--- src/rtl/fetch_unit.sv ---
// Instruction-fetch stage: owns the PC, fetches words over a req/ack handshake and
// presents one instruction per consume to IF/ID, with MIPS delay-slot redirects.
module fetch_unit #(
    parameter logic [31:0] RESET_PC = 32'h0000_3000
) (
    input  logic        clk,
    input  logic        reset,
    input  logic        stall,
    input  logic        branch_taken,
    input  logic [31:0] branch_target,
    input  logic        jump,
    input  logic [31:0] jump_target,
    output logic        imem_req,
    output logic [31:0] imem_addr,
    input  logic        imem_ack,
    input  logic [31:0] imem_rdata,
    output logic [31:0] instrF,
    output logic [31:0] pc_plus4F,
    output logic        fetch_valid,
    output logic        fetch_fault
);

    localparam int unsigned XLEN = 32;

    typedef enum logic {
        FETCH = 1'b0,
        HOLD  = 1'b1
    } state_t;

    state_t            state;
    logic [XLEN-1:0]   pc;
    logic [XLEN-1:0]   buf_instr;
    logic              pend_valid;
    logic [XLEN-1:0]   pend_target;

    logic              redir;
    logic [XLEN-1:0]   redir_target;
    logic [XLEN-1:0]   redir_aligned;
    logic [XLEN-1:0]   pc_plus4;
    logic [XLEN-1:0]   next_pc;
    logic              consume;
    logic              capture;

    // Redirect selection; jump wins over a taken branch.
    always_comb begin
        redir         = jump | branch_taken;
        redir_target  = jump ? jump_target : branch_target;
        redir_aligned = {redir_target[XLEN-1:2], 2'b00};
    end

    // Sequencing: an instruction is consumed either straight off an ack or out of the hold buffer.
    always_comb begin
        pc_plus4 = pc + XLEN'(4);
        consume  = ((state == FETCH) & imem_ack & ~stall) | ((state == HOLD) & ~stall);
        capture  = (state == FETCH) & imem_ack & stall;
        if (redir) begin
            next_pc = redir_aligned;
        end else if (pend_valid) begin
            next_pc = pend_target;
        end else begin
            next_pc = pc_plus4;
        end
    end

    // Presentation to IF/ID: rdata passes straight through in FETCH, buffer drives it in HOLD.
    always_comb begin
        imem_req    = (state == FETCH);
        imem_addr   = pc;
        fetch_valid = (state == HOLD) | imem_ack;
        if (state == HOLD) begin
            instrF = buf_instr;
        end else if (imem_ack) begin
            instrF = imem_rdata;
        end else begin
            instrF = '0;
        end
        pc_plus4F = fetch_valid ? pc_plus4 : '0;
    end

    always_ff @(posedge clk) begin
        if (reset) begin
            pc          <= RESET_PC;
            state       <= FETCH;
            buf_instr   <= '0;
            pend_valid  <= 1'b0;
            pend_target <= '0;
            fetch_fault <= 1'b0;
        end else begin
            if (redir && (redir_target[1:0] != 2'b00)) begin
                fetch_fault <= 1'b1;
            end
            if (consume) begin
                pc         <= next_pc;
                state      <= FETCH;
                pend_valid <= 1'b0;
            end else begin
                if (capture) begin
                    buf_instr <= imem_rdata;
                    state     <= HOLD;
                end
                // A redirect seen with nothing consumed waits for the delay slot to complete.
                if (redir) begin
                    pend_valid  <= 1'b1;
                    pend_target <= redir_aligned;
                end
            end
        end
    end

endmodule

--- config.mk ---
export PLATFORM = sky130hd
export DESIGN_NAME = fetch_unit
export DESIGN_NICKNAME = d
export VERILOG_FILES = /design/src/rtl/fetch_unit.sv
export SDC_FILE = /design/constraint.sdc
export NUM_CORES = 1
export LEC_CHECK = 0
export ABC_AREA = 1
export BUFFER_PORTS_ARGS = -buffer_cell sky130_fd_sc_hd__buf_2
export CORE_MARGIN = 4
export CORE_UTILIZATION = 40
export CTS_CLUSTER_SIZE = 30
export DETAILED_ROUTE_END_ITERATION = 12
export GPL_ROUTABILITY_DRIVEN = 0
export PLACE_DENSITY = 0.7
export SLEW_MARGIN = 20
export SYNTH_ARGS = -nofsm -noshare
export SYNTH_HDL_FRONTEND = slang
export SYNTH_SLANG_ARGS = --single-unit
--- constraint.sdc ---
create_clock -name clk -period 1.8 [get_ports clk]
set_input_delay 0.09 -clock clk [delete_from_list [all_inputs] [get_ports clk]]
set_output_delay 0.09 -clock clk [all_outputs]
set_load 0.02 [all_outputs]
## Word level (Yosys, flattened, before mapping)

Cells that the tools add are included.

- Add/sub/neg operators: 1
- Reductions and logical operators: 5
- Bitwise operators: 10
- Multiplexer cells: 6

Operators by type and width:

| cell | number |
|---|---|
| $mux W32 | 6 |
| $add A32 B3 Y32 const B | 1 |
| $and A1 B1 Y1 | 4 |
| $reduce_and A2 Y1 | 2 |
| $not A1 Y1 | 3 |
| $or A1 B1 Y1 | 3 |
| $reduce_bool A2 Y1 | 1 |
| $reduce_or A2 Y1 | 1 |
| $logic_and A1 B1 Y1 | 1 |

- Register bits after elaboration: 97
- Output and inout bits: 99

## Longest topological paths before layout

Gate-level depths: netlist of run 1.

- Depth in word-level cells: 6
- Depth in mapped cells: 10

## Worst setup path after synthesis of run 1

OpenSTA, ideal clock, no wires.

- Path type: register -> output
- Start: register pc[2], in the netlist imem_addr[2]
- End: output pc_plus4F[24]
- Arrival time: 1671 ps
- Setup slack: 39 ps
- Path buffers: 0
- Cell stages (with the launch flop): 8
- Data required time: 1710 ps
- Cell sequence: dfxtp_1 > ha_1 > nand2_1 > nor2_4 > nand2_1 > nor2_2 > nand3_1 > a21oi_1

- Cells in the longest elaborated chain, start to end: 2

Ends and longest elaborated chain:

| element | RTL line | text |
|---|---|---|
| from (decl) | 31 | `logic [XLEN-1:0] pc;` |
| from (signal assigned) | 93 | `pc <= next_pc;` |
| $add A32 B3 Y32 | 53 | `pc_plus4 = pc + XLEN'(4);` |
| $mux W32 | 77 | `pc_plus4F = fetch_valid ? pc_plus4 : '0;` |
| to (decl) | 18 | `output logic [31:0] pc_plus4F,` |

Every way passes these cells.

## Worst setup path in the final report of run 1

- Start: register pc[21], in the netlist imem_addr[21]
- End: output pc_plus4F[22]

Same word-level chain as after synthesis.

==> flow_metrics.env, run 1 <==
export IMPL_busiest_layer="met2"
export IMPL_fin_crit_sh=1.039
export IMPL_synth_area_per_cell_um2=6.199
export IMPL_synth_ff_type="dfxtp_1"
export IMPL_tritoncts="done"
export IMPL_start_util=0.4150
export IMPL_yosysTopAreaCell="dfxtp_1"
export IMPL_core_area_um2=13510
export IMPL_numClockSinks=95
export IMPL_synth_largest_type_area_fraction=0.3394
export IMPL_ioPinCount=201
export IMPL_rows=42
export IMPL_violations="setup timing"
export IMPL_setup_violations=13
export IMPL_synthDistinctLibCells=34
export IMPL_via_per_inst=5.031
export IMPL_dieArea_um2=15970
export IMPL_synthTopCellsByCount="nand2_1 (222), a21oi_1 (157), o21ai_0 (122)"
export IMPL_numPortBuffers=196
export IMPL_total_power_w=0.005781
export IMPL_antenna_found_initial=1
export IMPL_slew_violations=0
export IMPL_die_h_um=126.4
export IMPL_slew_headroom=0.6334
export IMPL_firstDrtPassIters=6
export IMPL_cp_common_cell="nand2_1"
export IMPL_maxCapViolCount=0
export IMPL_synth_seq_area_share=0.3394
export IMPL_vias=6409
export IMPL_gr_usage_met2=0.3590
export IMPL_ctsHoldBuffers=0
export IMPL_clock_tree_buffer_depth=2
export IMPL_rsz0062_at_grt="true"
export IMPL_irDropWorstVdd_mv=0.5825
export IMPL_fillers=1380
export IMPL_die_w_um=126.4
export IMPL_synth_most_common_cell="nand2_1"
export IMPL_hold_viol_final=0
export IMPL_seqPwrFrac=0.414
export IMPL_met3_usage=0.04834
export IMPL_wl_mm=18.26
export IMPL_ys_ff_latch=95
export IMPL_async_flop_share=0
export IMPL_grt_max_degree=87
export IMPL_crit_buf_inv=1
export IMPL_finalWorstSetupSlack_ns=-0.07022
export IMPL_slowest_stage="dfxtp_2"
export IMPL_cts_buffers=9
export IMPL_clkPwrFrac=0.343
export IMPL_syn_to_final_growth_pct=35.25
export IMPL_htreeDepth=3
export IMPL_clock_skew_ns=0.008476
export IMPL_grt_pass1_vias=5784
export IMPL_ant_nets=0
export IMPL_grt_usage=0.2181
export IMPL_layout_nets=1195
export IMPL_synth_cell_area_um2=5604
export IMPL_path_cells="nand2_1 -> nor2_2 -> nand2_1 -> nor2_1 -> nand3_1 -> a21oi_1 -> buf_4"
export IMPL_hold_path_class="input pin to flip-flop"
export IMPL_p_int_w=0.003896
export IMPL_post_drt_wl_per_cell_um=14.34
export IMPL_first_iter_violations=504
export IMPL_cp_max_fo=6
export IMPL_yosys_warnings=0
export IMPL_worstPathRequired_ns=1.71
export IMPL_cp_start_kind="flip-flop"
export IMPL_critical_path_top_delay_family="simple AND/OR/NAND/NOR gates"
export IMPL_power_frac_comb=0.243
export IMPL_worstSetupPathType="flip-flop to output pin"
export IMPL_setup_worst_path_start="imem_addr[21]"
export IMPL_synth_edf_count=0
export IMPL_grt_overflow_total=0
export IMPL_cpPeakStageDelay_ns=0.39
export IMPL_outcome="finished with violations"
export IMPL_endpoint_kind="output pin"
export IMPL_drc_errors=0
export IMPL_synthTopCellsByArea="dfxtp_1 (34%), nand2_1 (15%), a21oi_1 (14%), o21ai_0 (11%), inv_1 (6.4%)"
export IMPL_cts_root_buf="clkbuf_16"
export IMPL_r2r_start="imem_addr[2]"
export IMPL_synthCells=904
export IMPL_grt_util_met1=0.2899
export IMPL_grt_first_pass_wirelength_mm=28.87
export IMPL_drive_gt1_frac=0.3318
export IMPL_fmax_ghz=0.5347
export IMPL_p_sw_w=0.001886
export IMPL_hpwl_mm=12.89
export IMPL_p_leak_nw=3.435
export IMPL_period_needed_ns=1.870
export IMPL_clk_latency_ns=0.35
export IMPL_worstHoldStart="reset"
export IMPL_worst_slew_pin_slew_ns=0.5491
export IMPL_clkTransAtPathRegs_ns=0.07
export IMPL_power_density_nw_per_um2=762.7
export IMPL_swShare=0.3262
export IMPL_cp_arrival_ns=1.78
export IMPL_fin_util=0.5612
[cell families (layout without fill, tap and decap cells)]
family                   count (synthesis)  count (layout)  share of synthesized area
AND/OR/NAND/NOR                        342             342                     0.2552
AO/OA/AOI/OAI                          294             294                     0.2655
buffers and inverters                  158             348                     0.1159
flip-flops                              95              95                     0.3394
XOR/XNOR                                 9               9                    0.01407
multiplexers                             4               4                   0.007145
adder cells (fa/ha/maj)                  1               1                   0.002232
other                                    1               5                  0.0006691
[registers in the layout, indices dropped and copies added, names as in the netlist]
name / count
buf_instr: 32
imem_addr: 30
pend_target: 30
fetch_fault: 1
pend_valid: 1
state: 1
[cells in the final DEF (no fill, tap or decap), types with 8 or more instances in the layout]
cell type	instances
nand3_2	8
nor2_1	40
buf_4	49
a21oi_1	144
nand3_1	26
inv_1	93
a21oi_2	12
o21ai_1	12
clkbuf_16	9
dfxtp_1	71
o21ai_0	118
dfxtp_2	11
nand2_2	22
nor2_2	20
dfxtp_4	13
nor2_4	14
nand2_1	200
buf_2	176
[worst paths after layout]
path | to | slack, ns | cells past startpoint
setup reg to reg | imem_addr[21] | 0.17 | 11
setup / recovery | pc_plus4F[22] | -0.07 | 7
hold reg to reg | buf_instr[19] | 0.45 | 2
hold / removal | pend_target[31] | 0.03 | 2
[through the flow]
| stage | cells | cell area [µm²] | hold WS, ns | TNS [ns] | worst slack, ns |
|---|---|---|---|---|---|
| floorplan | 907 | 5615 | 0.2652 | 0 | 0.03862 |
| detailed placement | 1245 | 6748 | 0.3889 | 0 | 0.08790 |
| finish | 1274 | 7580 | 0.02553 | -0.5017 | -0.07022 |
| global placement | 1245 | 6748 | 0.3819 | 0 | 0.1292 |
| CTS | 1268 | 7365 | 0.01864 | -0.7214 | -0.08896 |
| global route | 1274 | 7580 | 0.03780 | -1.833 | -0.1336 |
[final cells by class]
| cell class | count | area (µm²) | share of cell area |
|---|---|---|---|
| tap | 176 | 220.2 | 0.02905 |
| antenna | 1 | 2.502 | 0.0003301 |
| sequential | 95 | 1964 | 0.2592 |
| timing repair buffer | 232 | 1345 | 0.1775 |
| clock inverter | 6 | 67.56 | 0.008914 |
| multi-input combinational | 654 | 3363 | 0.4437 |
| clock buffer | 10 | 239.0 | 0.03153 |
| inverter | 100 | 377.9 | 0.04985 |
[metal layers]
layer | vias to the layer above | routed length, µm | part of all wire
met5 | - | 0 | 0
met4 | 0 | 255 | 0.014
met3 | 22 | 1276 | 0.070
met2 | 216 | 8734 | 0.48
met1 | 2873 | 7996 | 0.44
li1 | 3298 | - | -
[power groups by stage]
stage	Combinational [W]	Sequential [W]	Clock, W
final	0.00140	0.00240	0.00198
after global routing	0.00156	0.00241	0.00210
after CTS	0.00137	0.00239	0.00201
after detailed placement	0.00132	0.00243	0
after global placement	0.00132	0.00242	0
after floorplan	0.000790	0.00247	0
[worst register-to-register path, delay by kind of cell (launching register included)]
kind                   cells  cell delay (ns)
DFF                        1             0.37
AOI/OAI and AO/OA          1             0.13
buffers and inverters      4             0.40
and+or+nand+nor            6             0.66
[repair_timing]
action,4_1_cts,5_1_grt
resized for setup,93,58
pin swaps,27,15
setup endpoints to repair,24,25
buffers inserted,7,5
Power figures use the tool's default switching activity.
==> run 2, diff against run 1 <==
--- a/config.mk
+++ b/config.mk
@@ -8,11 +8,11 @@
 export ABC_AREA = 1
 export BUFFER_PORTS_ARGS = -buffer_cell sky130_fd_sc_hd__buf_2
 export CORE_MARGIN = 4
-export CORE_UTILIZATION = 40
+export CORE_UTILIZATION = 44
 export CTS_CLUSTER_SIZE = 30
 export DETAILED_ROUTE_END_ITERATION = 12
 export GPL_ROUTABILITY_DRIVEN = 0
-export PLACE_DENSITY = 0.7
+export PLACE_DENSITY = 0.75
 export SLEW_MARGIN = 20
 export SYNTH_ARGS = -nofsm -noshare
 export SYNTH_HDL_FRONTEND = slang
==> flow_metrics.env, run 2 (synthesized netlist as in run 1, its figures left out) <==
export IMPL_outcome="finished with violations"
export IMPL_violations="setup timing"
export IMPL_irDropWorstVdd_mv=0.5148
export IMPL_hold_viol_final=0
export IMPL_fillers=1154
export IMPL_clkTransAtPathRegs_ns=0.07
export IMPL_setup_violations=18
export IMPL_start_util=0.4570
export IMPL_core_area_um2=12260
export IMPL_numClockSinks=95
export IMPL_via_per_inst=5.259
export IMPL_worstHoldStart="imem_rdata[16]"
export IMPL_numPortBuffers=196
export IMPL_cts_buffers=9
export IMPL_path_cells="buf_4 -> nand2_1 -> nor2_4 -> nand2_2 -> nor2_4 -> nand3_2 -> a21oi_2 -> buf_4"
export IMPL_fmax_ghz=0.5204
export IMPL_slew_headroom=0.6378
export IMPL_grt_usage=0.2358
export IMPL_grt_first_pass_wirelength_mm=28.17
export IMPL_syn_to_final_growth_pct=36.55
export IMPL_vias=6695
export IMPL_ant_nets=0
export IMPL_maxCapViolCount=0
export IMPL_clock_skew_ns=0.005573
export IMPL_grt_pass1_vias=5775
export IMPL_cts_root_buf="clkbuf_16"
export IMPL_drive_gt1_frac=0.3312
export IMPL_largest_reg_flops=32
export IMPL_ctsHoldBuffers=0
export IMPL_r2r_start="imem_addr[3]"
export IMPL_clk_latency_ns=0.35
export IMPL_cp_max_fo=5
export IMPL_layout_commonest_cell="nand2_1"
export IMPL_htreeDepth=3
export IMPL_fin_crit_sh=1.068
export IMPL_finalWorstSetupSlack_ns=-0.1218
export IMPL_cpPeakStageDelay_ns=0.35
export IMPL_fin_area_um2=7652
export IMPL_post_drt_wl_per_cell_um=14.46
export IMPL_routedLengthMet1_mm=7.964
export IMPL_placed_cell_area_um2=6793
export IMPL_dp_slack_ns=0.1612
export IMPL_reg2reg_to="imem_addr[28]"
export IMPL_min_to="buf_instr[16]"
export IMPL_regMostFlops="buf_instr"
export IMPL_first_iter_violations=459
export IMPL_antenna_found_initial=0
export IMPL_worst_slew_pin_slew_ns=0.5425
export IMPL_ioPinCount=201
export IMPL_dieArea_um2=14610
export IMPL_wl_mm=18.41
export IMPL_ff2ff_path_depth=11
export IMPL_route_met3_wl_mm=1.342
export IMPL_cp_arrival_ns=1.83
export IMPL_worstSetupPathType="flip-flop to output pin"
export IMPL_endpoint_kind="output pin"
export IMPL_cp_start_kind="flip-flop"
export IMPL_slew_violations=0
export IMPL_layout_nets=1203
export IMPL_rsz0062_at_grt="true"
export IMPL_grt_overflow_total=0
export IMPL_whs_ns=0.02200
export IMPL_min_path_cells=3
export IMPL_clock_tree_buffer_depth=2
export IMPL_drc_errors=0
export IMPL_hold_path_class="input pin to flip-flop"
export IMPL_multi_input_area_um2=3373
export IMPL_rrSetupSlack_ns=0.20
export IMPL_hpwl_mm=12.85
export IMPL_firstDrtPassIters=4
export IMPL_highest_signal_layer="met4"
export IMPL_worstPathRequired_ns=1.71
export IMPL_power_density_nw_per_um2=761.9
export IMPL_grt_max_degree=65
export IMPL_ff_latch_area_um2=1956
export IMPL_p_leak_nw=3.493
export IMPL_diodes=0
export IMPL_period_needed_ns=1.922
export IMPL_final_cell_mix="nand2_1 (207), buf_2 (175), a21oi_1 (142)"
export IMPL_rows=40
export IMPL_slowest_stage="dfxtp_2"
export IMPL_wl_met2_mm=8.538
export IMPL_tritoncts="done"
export IMPL_die_w_um=120.9
export IMPL_die_h_um=120.9
[run 2: changes by cell type in the layout (fill, tap and decap cells not counted), sizes merged]
| cell | delta |
|---|---|
| clkinvlp | -2 |
| inv | +2 |
| diode | -1 |
| buf | +8 |
[run 2: worst max-delay path: cells and delay by family, from the launching register on]
family          cells  cell delay, ns
simple gates        5            0.62
compound gates      1            0.21
flops               1            0.35
buf+inv             2            0.30
[run 2: through the flow]
| stage | utilization | instances | setup TNS (ns) | power [W] |
|---|---|---|---|---|
| 2_1_floorplan | - | 907 | 0 | 0.003260 |
| 5_1_grt | 0.6241 | 1273 | -2.358 | 0.006096 |
| 3_5_place_dp | 0.5540 | 1241 | 0 | 0.003759 |
| 4_1_cts | 0.5981 | 1261 | -1.017 | 0.005792 |
| 6_report | 0.6241 | 1273 | -0.9299 | 0.005831 |
| 3_3_place_gp | 0.5540 | 1241 | 0 | 0.003744 |
[run 2: area by class of cell]
cell class / instances / area share
sequential: 95 / 0.2556
clock buffer: 10 / 0.02992
timing repair buffer: 240 / 0.1872
inverter: 100 / 0.04905
tap: 168 / 0.02747
clock inverter: 6 / 0.009974
multi-input combinational: 654 / 0.4408
[run 2: worst max-delay path by stage]
stage,to,from,slack (ns)
3_5_place_dp,pc_plus4F[16],imem_addr[2],0.16
4_1_cts,pc_plus4F[20],imem_addr[3],-0.08
5_1_grt,pc_plus4F[28],imem_addr[21],-0.16
6_report,pc_plus4F[31],imem_addr[3],-0.12
3_3_place_gp,pc_plus4F[31],imem_addr[14],0.16
2_1_floorplan,pc_plus4F[24],imem_addr[2],0.04
[run 2: power breakdown]
part / switching (W) / internal (W) / leakage (nW)
Combinational: 0.000916 / 0.000515 / 2.55
Sequential: 0.000114 / 0.00227 / 0.795
Clock: 0.000908 / 0.00110 / 0.150
Total: 0.00194 / 0.00389 / 3.49
[run 2: per-layer routing]
layer	global-route usage	vias up
met4	0.1006	0
met3	0.03636	46
li1	-	3315
met2	0.3730	288
met1	0.3191	3046
met5	0	-
[run 2: what timing repair did]
action / 4_1_cts / 5_1_grt
resized for setup: 74 / 73
buffers inserted: 4 / 12
pin swaps: 23 / 26
setup endpoints to repair: 22 / 24
==> run 3, diff against run 2 <==
==> constraint.sdc (replaced) <==
create_clock -name clk -period 1.8 [get_ports clk]
set_input_delay 0.45 -clock clk [delete_from_list [all_inputs] [get_ports clk]]
set_output_delay 0.45 -clock clk [all_outputs]
set_load 0.02 [all_outputs]
==> flow_metrics.env, run 3 (synthesized netlist as in run 1, its figures left out) <==
export IMPL_outcome="finished with violations"
export IMPL_violations="setup timing"
export IMPL_drive_gt1_frac=0.4358
export IMPL_fin_area_um2=9039
export IMPL_via_per_inst=5.310
export IMPL_vias=7100
export IMPL_grt_first_pass_wirelength_mm=31.52
export IMPL_rows=40
export IMPL_hpwl_mm=13.68
export IMPL_final_cell_mix="nand2_1 (164), a21oi_1 (138), buf_2 (137)"
export IMPL_layout_commonest_cell="nand2_1"
export IMPL_htreeDepth=3
export IMPL_worstSetupPathType="flip-flop to output pin"
export IMPL_wl_mm=21.54
export IMPL_ant_nets=0
export IMPL_irDropWorstVdd_mv=0.4952
export IMPL_endpoint_kind="output pin"
export IMPL_clock_tree_buffer_depth=2
export IMPL_slew_violations=0
export IMPL_grt_pass1_vias=6507
export IMPL_power_density_nw_per_um2=685.7
export IMPL_die_w_um=120.9
export IMPL_antenna_found_initial=2
export IMPL_clock_skew_ns=0.007471
export IMPL_grt_max_degree=55
export IMPL_syn_to_final_growth_pct=61.29
export IMPL_hold_viol_final=0
export IMPL_slew_headroom=0.6306
export IMPL_p_leak_nw=4.135
export IMPL_dieArea_um2=14610
export IMPL_dp_cells=1300
export IMPL_largest_reg_flops=32
export IMPL_cp_max_fo=3
export IMPL_fmax_ghz=0.4393
export IMPL_drc_errors=0
export IMPL_clkTransAtPathRegs_ns=0.07
export IMPL_rsz0062_at_grt="true"
export IMPL_cp_arrival_ns=1.83
export IMPL_tritoncts="done"
export IMPL_core_area_um2=12260
export IMPL_setup_violations=60
export IMPL_hold_path_class="input pin to flip-flop"
export IMPL_cp_start_kind="flip-flop"
export IMPL_first_iter_violations=620
export IMPL_finalWorstSetupSlack_ns=-0.4763
export IMPL_period_needed_ns=2.276
export IMPL_grt_usage=0.2663
export IMPL_fin_crit_sh=1.265
export IMPL_die_h_um=120.9
export IMPL_firstDrtPassIters=5
export IMPL_final_cells=1337
export IMPL_worstPathRequired_ns=1.35
export IMPL_clk_latency_ns=0.35
export IMPL_placed_cell_area_um2=7427
export IMPL_worst_slew_pin_slew_ns=0.5532
export IMPL_numPortBuffers=196
export IMPL_maxCapViolCount=0
export IMPL_start_util=0.4570
export IMPL_layout_nets=1266
export IMPL_regMostFlops="buf_instr"
export IMPL_cts_buffers=9
export IMPL_cts_root_buf="clkbuf_16"
export IMPL_post_drt_wl_per_cell_um=16.11
export IMPL_ioPinCount=201
export IMPL_numClockSinks=95
export IMPL_grt_overflow_total=0
export IMPL_whs_ns=0.3774
==> run 3: cell types whose count changed in the layout (fill, tap and decap cells not counted), moves of 20 or more <==
cell and change:
buf_2 -38, buf_4 +50, buf_6 +42, nand2_1 -43, nand2_4 +26, o21ai_0 -32
o21ai_2 +20
==> run 3: layout make-up <==
| class | instances | area (µm²) |
|---|---|---|
| multi-input combinational | 654 | 3921 |
| fill | 894 | 3223 |
| timing repair buffer | 303 | 2288 |
| sequential | 95 | 1944 |
| inverter | 100 | 380.4 |
| clock buffer | 10 | 239.0 |
| tap | 168 | 210.2 |
| clock inverter | 6 | 52.55 |
| antenna | 1 | 2.502 |
==> run 3: timing repair <==
| action | CTS | global route |
|---|---|---|
| hold buffers | 0 | 0 |
| pin swaps | 46 | 29 |
| endpoints found under the setup margin | 61 | 61 |
| buffers inserted | 13 | 3 |
| gates cloned | 4 | 0 |
| resized for setup | 215 | 137 |
==> run 3: final timing paths <==
check	to	startpoint	cells after the start	slack (ns)
max	pc_plus4F[6]	imem_addr[2]	8	-0.48
min	pend_target[8]	reset	2	0.38
max reg2reg	buf_instr[20]	state	8	0.20
min reg2reg	pend_target[24]	pend_target[24]	2	0.45
==> run 3: routing by layer <==
| layer | track usage | share of wire |
|---|---|---|
| met1 | 0.3418 | 0.40 |
| met2 | 0.4366 | 0.48 |
| met3 | 0.05734 | 0.084 |
| met4 | 0.1034 | 0.038 |
| met5 | 0 | 0.00056 |
==> run 3: metrics by stage <==
step	util	total power [W]	TNS, ns	worst slack (ns)
2_1_floorplan	-	0.003291	-0.09876	-0.04938
3_3_place_gp	0.6057	0.003880	-0.7655	-0.1474
3_5_place_dp	0.6057	0.003901	-0.9812	-0.1494
4_1_cts	0.6906	0.005992	-10.05	-0.4228
5_1_grt	0.7371	0.006460	-14.98	-0.5336
6_report	0.7371	0.006198	-11.59	-0.4763
==> run 3: power by group <==
| part | internal [W] | switching (W) | leakage [nW] |
|---|---|---|---|
| registers | 0.00228 | 0.0000959 | 0.794 |
| clock network | 0.000998 | 0.000916 | 0.138 |
| logic | 0.000781 | 0.00113 | 3.20 |
==> run 3: worst max-delay path, stage by stage, from the launching register on <==
cell and delay, ns:
dfxtp_4 0.38, ha_4 0.16, buf_4 0.15, nand3_4 0.09, buf_4 0.16, xnor2_4 0.13, inv_1 0.07, nor2_1 0.16
buf_4 0.18
